==> src/rtl/pipe_stall_ctrl.sv <==
// Central stall sequencer for the 5-stage pipeline.
// It merges the ID and EX stall requests into the per-stage stall bus.
// It holds the fetched instruction while ID is frozen, so the word is replayed on resume.
// It tracks the current stall episode in a small FSM.
// It keeps saturating stall-cycle counters and a sticky watchdog for over-long stalls.
module pipe_stall_ctrl #(
  parameter int PERF_W  = 16,
  parameter int TIMEOUT = 64
) (
  input  logic              clk,
  input  logic              rst,
  input  logic              stallreq_id,
  input  logic              stallreq_ex,
  input  logic [31:0]       inst_sram_rdata,
  output logic [5:0]        stall,
  output logic [31:0]       id_inst,
  output logic [1:0]        stall_state,
  output logic [PERF_W-1:0] cnt_id_stall,
  output logic [PERF_W-1:0] cnt_ex_stall,
  output logic              stall_timeout
);

  // run_len needs one bit beyond clog2 so that it can hold TIMEOUT itself.
  localparam int RUN_W = $clog2(TIMEOUT) + 1;
  localparam logic [RUN_W-1:0]  RUN_LIMIT = RUN_W'(TIMEOUT);
  localparam logic [RUN_W-1:0]  RUN_ONE   = RUN_W'(1);
  localparam logic [PERF_W-1:0] CNT_MAX   = '1;
  localparam logic [PERF_W-1:0] CNT_ONE   = PERF_W'(1);

  // Stall patterns: a bit set to 1 freezes that stage; the stage after the frozen ones receives a bubble.
  localparam logic [5:0] STALL_NONE = 6'b000000;
  localparam logic [5:0] STALL_ID   = 6'b000111;
  localparam logic [5:0] STALL_EX   = 6'b001111;

  typedef enum logic [1:0] {
    S_RUN = 2'd0,
    S_ID  = 2'd1,
    S_EX  = 2'd2,
    S_BAD = 2'd3
  } state_t;

  state_t             state_q, state_d;
  logic [31:0]        hold_q, hold_d;
  logic               hold_v_q, hold_v_d;
  logic [PERF_W-1:0]  cnt_id_q, cnt_id_d;
  logic [PERF_W-1:0]  cnt_ex_q, cnt_ex_d;
  logic [RUN_W-1:0]   run_len_q, run_len_d;
  logic               timeout_q, timeout_d;

  // State register: remembers which stall was applied in the cycle that just ended.
  always_ff @(posedge clk) begin
    if (rst) state_q <= S_RUN;
    else     state_q <= state_d;
  end

  // Next state: EX outranks ID. The unreachable encoding falls back to S_RUN.
  always_comb begin
    state_d = S_RUN;
    if (state_q != S_BAD) begin
      if (stallreq_ex)      state_d = S_EX;
      else if (stallreq_id) state_d = S_ID;
    end
  end

  // Outputs: the stall bus follows the requests in the same cycle. Reset forces the pipeline to run.
  always_comb begin
    stall = STALL_NONE;
    if (!rst) begin
      if (stallreq_ex)      stall = STALL_EX;
      else if (stallreq_id) stall = STALL_ID;
    end
    stall_state = state_q;
  end

  // Hold buffer next state. Capture only the first word of a stall, so re-stalls keep the original word.
  // Release on the first edge with ID running, so the held word still drives ID during the resume cycle.
  always_comb begin
    hold_d   = hold_q;
    hold_v_d = hold_v_q;
    if (stall[2]) begin
      if (!hold_v_q) begin
        hold_d   = inst_sram_rdata;
        hold_v_d = 1'b1;
      end
    end else begin
      hold_v_d = 1'b0;
    end
  end

  // Hold buffer registers. A reset drops the held word, because fetch restarts from the reset PC.
  always_ff @(posedge clk) begin
    if (rst) begin
      hold_q   <= 32'h0;
      hold_v_q <= 1'b0;
    end else begin
      hold_q   <= hold_d;
      hold_v_q <= hold_v_d;
    end
  end

  // Counter next state. The perf counters saturate rather than wrap.
  // run_len spans ID and EX stalls alike and is capped at the limit.
  always_comb begin
    cnt_id_d = cnt_id_q;
    cnt_ex_d = cnt_ex_q;
    if (state_d == S_ID && cnt_id_q != CNT_MAX) cnt_id_d = cnt_id_q + CNT_ONE;
    if (state_d == S_EX && cnt_ex_q != CNT_MAX) cnt_ex_d = cnt_ex_q + CNT_ONE;

    run_len_d = '0;
    if (stall != STALL_NONE) begin
      run_len_d = (run_len_q == RUN_LIMIT) ? run_len_q : run_len_q + RUN_ONE;
    end

    timeout_d = timeout_q | (run_len_d == RUN_LIMIT);
  end

  // Counter and watchdog registers. The watchdog flag is sticky until reset.
  always_ff @(posedge clk) begin
    if (rst) begin
      cnt_id_q  <= '0;
      cnt_ex_q  <= '0;
      run_len_q <= '0;
      timeout_q <= 1'b0;
    end else begin
      cnt_id_q  <= cnt_id_d;
      cnt_ex_q  <= cnt_ex_d;
      run_len_q <= run_len_d;
      timeout_q <= timeout_d;
    end
  end

  // ID sees the held word while a stall episode is in progress or resuming.
  always_comb begin
    id_inst       = hold_v_q ? hold_q : inst_sram_rdata;
    cnt_id_stall  = cnt_id_q;
    cnt_ex_stall  = cnt_ex_q;
    stall_timeout = timeout_q;
  end

endmodule
==> config.mk <==
export PLATFORM = sky130hd
export DESIGN_NAME = pipe_stall_ctrl
export DESIGN_NICKNAME = d
export VERILOG_FILES = /design/src/rtl/pipe_stall_ctrl.sv
export SDC_FILE = /design/constraint.sdc
export NUM_CORES = 1
export LEC_CHECK = 0
export CAP_MARGIN = 20
export CORE_MARGIN = 3
export CORE_UTILIZATION = 55
export DETAILED_ROUTE_END_ITERATION = 7
export DONT_BUFFER_PORTS = 1
export PLACE_DENSITY = 0.7
export SYNTH_ARGS = -nofsm -noshare
export SYNTH_HDL_FRONTEND = slang
export SYNTH_SLANG_ARGS = --single-unit
==> constraint.sdc <==
create_clock -name clk -period 3.2 [get_ports clk]
set_input_delay 0.64 -clock clk [delete_from_list [all_inputs] [get_ports clk]]
set_output_delay 0.64 -clock clk [all_outputs]
set_load 0.03 [all_outputs]
==> summary.md <==
| Metric | Value |
|---|---|
| Status | `finished clean` |
| Root Driver | `clkbuf_8` |
| Inserted Clock Buffers | `9` |
| Commonest cells in the synthesized netlist | `82 x nor2_1, 75 x dfxtp_1, 39 x nor3_1` |
| H-tree depth reported by CTS | `3` |
| NetSw | `0.000567 W` |
| Clock Tree Buf Depth | `2` |
| Clock Sinks | `75` |
| Prevailing post-synth register cell | `dfxtp_1` |
| Period utilisation layout | `roughly two thirds` |
| Synth area leaders | `dfxtp_1 40%, mux2_2 11%, nor2_1 8.3%` |
| Hold Buf Count CTS | `0` |
| Vias per cell | `around 6.0` |
| Iteration count of the initial detailed-routing pass | `4` |
| Flop-to-flop setup slack | `~1.1 ns` |
| Final setup fails | `0` |
| FF-to-FF End | `cnt_id_stall[15]` |
| Seq pwr share | `51.1%` |
| Cts repair resizes | `0` |
| Slew Limit Fails | `0` |
| DPL Wire Length | `between 5 and 6 mm` |
| CTS tree | `built` |
| Layout area overhead | `5.20%` |
| Worst Hold Margin | `about 0.37 ns` |
| Endpoint type of the worst setup path | `output pin` |
| Fin crit period | `roughly 2.1 ns` |
| Syn Area/Cell | `8.53 um^2` |
| Min-Delay Path Class | `primary input to flop` |
| WP data arrival | `around 1.5 ns` |
| Switching share of power | `about 29%` |
| Fin worst setup slack | `about 1.1 ns` |
| GPL Wtd Cong | `between 0.7 and 0.8` |
| Cell Pwr Density | `around 510 nW/um^2` |
| Chip Height | `a little under 90 um` |
| Total of max-cap violations | `0` |
| Largest net degree at the start of global routing | `70` |
| Total gr overflow | `0` |
| Die X | `around 88 um` |
| Wl on met1 | `around 3.3 mm` |
| Number of warnings issued by yosys | `0` |
| Clock network power share | `35.7%` |
| Io pins | `about 110` |
| Seq/Total Area, Yosys | `approximately two fifths` |
| DRC | `0` |
| Pleak | `about 1.4 nW` |
| FMAX | `approximately 470 MHz` |
| Via count | `3061` |
| Port buffer count | `0` |
| GRT Util Overall | `between 20% and 30%` |
| Final Hold Viols | `0` |
| Clock-pin slew on the worst setup and hold paths | `roughly 0.08 ns` |
| Post-synth ARST share | `0%` |
| Synthesized flop and latch total | `75` |
| Count leader, synth | `nor2_1` |
| P_int | `between 0.001 and 0.0015 W` |
| Share of cells above drive strength 1 | `between 15 and 20%` |
| Antenna viol nets, final | `0` |
| Critical path class | `flop to output pin` |
| Die area | `roughly 8000 um^2` |
| Synthesized instance count | `437` |
| RR Startpoint | `cnt_id_stall[1]` |
| Total Wirelength | `a little under 8 mm` |
| Worst vdd rail ir drop | `between 0.0003 and 0.0004 V` |
| Initial DRC count | `89` |
| Met2 WL | `3.85 mm` |
| Routed wire per std cell | `between 15 and 20 um` |
| DR WL met3 | `~670 um` |
| Crit path max fanout | `32` |
| Setup repair bufs after CTS | `0` |
| Actual slew at the worst max-slew pin | `~0.57 ns` |
| Top-area cell type share of the netlist area | `40.3%` |
| Post-Place Setup Slack | `~1.1 ns` |
| Rel. slew slack | `between 60% and 70%` |
| Initial antenna violation count | `1` |
| Core footprint | `6460 um^2` |
| Total negative slack | `0 ns` |
| First-pass GRT wire length | `13.2 mm` |
| CP startpoint | `hold_v_q` |
| Post-synth EDFFs | `0` |
| RSZ-0062 raised after global routing | `no` |
| Nets | `467` |
| Yosys cell types | `55` |
| Initial Util | `between 50 and 60%` |
| Clock skew | `0.00722 ns` |
| Worst skew pair latency | `0.34 ns` |
| Max layer used | `met4` |
| Startpoint type of the worst setup path | `flop` |
| FP Rows | `29` |
| Mapped Area | `roughly 3700 um^2` |
| Fin util | `60.7%` |
| R2r worst-path depth | `5` |
| Critical Path End | `id_inst[9]` |
| Required time of the critical path | `between 2 and 3 ns` |
| Area leader, netlist | `dfxtp_1` |
| Vias in the first global route | `~2900` |
| Part of the power in combinational logic | `13.2%` |
==> power groups by stage <==
stage / clock network [W] / registers (W) / logic (W)
after global routing: 0.000769 / 0.00102 / 0.000286
final: 0.000708 / 0.00101 / 0.000261
after floorplan: 0 / 0.00102 / 0.000255
after global placement: 0 / 0.00103 / 0.000259
after detailed placement: 0 / 0.00103 / 0.000264
after CTS: 0.000728 / 0.00101 / 0.000265
==> metal layers <==
metal / vias up / track usage [%]
met4: 0 / 6.32
met2: 91 / 34.7
met1: 1413 / 24.5
li1: 1550 / -
met5: - / 0
met3: 7 / 9.40
==> cells by family after synthesis <==
group	Yosys count	share of synthesized area (%)
adders and majority gates	4	1.34
xor gates and xnor gates	6	1.41
muxes	38	11.4
DFF	75	40.3
buffers and inverters	36	4.70
AOI/OAI and AO/OA	59	10.6
other	1	0.101
and+or+nand+nor	218	30.1
==> area by class of cell <==
type                    instances  area, um^2
clock inverters                 7        68.8
well taps                      77        96.3
fillers                       586        2540
repair buffers                  5        37.5
flip-flops and latches         75        1500
clock buffers                   9         124
inverters                       9        33.8
diodes                          1        2.50
multi-input cells             327        2060
==> cell usage in the layout, fill, tap and decap left out, drive strengths merged, types with 9 or more instances in the layout <==
cell type	count
or4	13
dfxtp	75
o31ai	11
nand4	11
mux2	36
clkbuf	9
nand2	22
a21oi	20
nor2	82
nand3	13
nor3	39
==> how the worst min path moves through the flow <==
stage / from / to / slack, ns / cells past startpoint
CTS: rst / cnt_id_stall[7] / 0.35 / 1
finish: rst / cnt_id_stall[10] / 0.37 / 1
global route: rst / hold_q[24] / 0.34 / 1
floorplan: hold_q[1] / hold_q[1] / 0.47 / 2
global placement: hold_q[19] / hold_q[19] / 0.48 / 2
detailed placement: hold_q[10] / hold_q[10] / 0.49 / 2
==> registers in the layout (all words and copies together), names as in the netlist <==
signal / flops
stall_timeout: 1
stall_state: 2
run_len_q: 7
hold_q: 32
cnt_id_stall: 16
hold_v_q: 1
cnt_ex_stall: 16
==> through the flow <==
stage / instance area [um^2] / cells / power, W
6_report: 3920 / 510 / 0.00198
5_1_grt: 3920 / 510 / 0.00207
4_1_cts: 3920 / 509 / 0.00201
3_5_place_dp: 3720 / 493 / 0.00130
3_3_place_gp: 3720 / 493 / 0.00129
2_1_floorplan: 3730 / 438 / 0.00128
==> worst max-delay path, stage by stage, from the launching register on <==
cell	delay (ns)
dfxtp_1	0.31
buf_4	0.35
mux2_2	0.48
(Power assumes the default switching activity.)
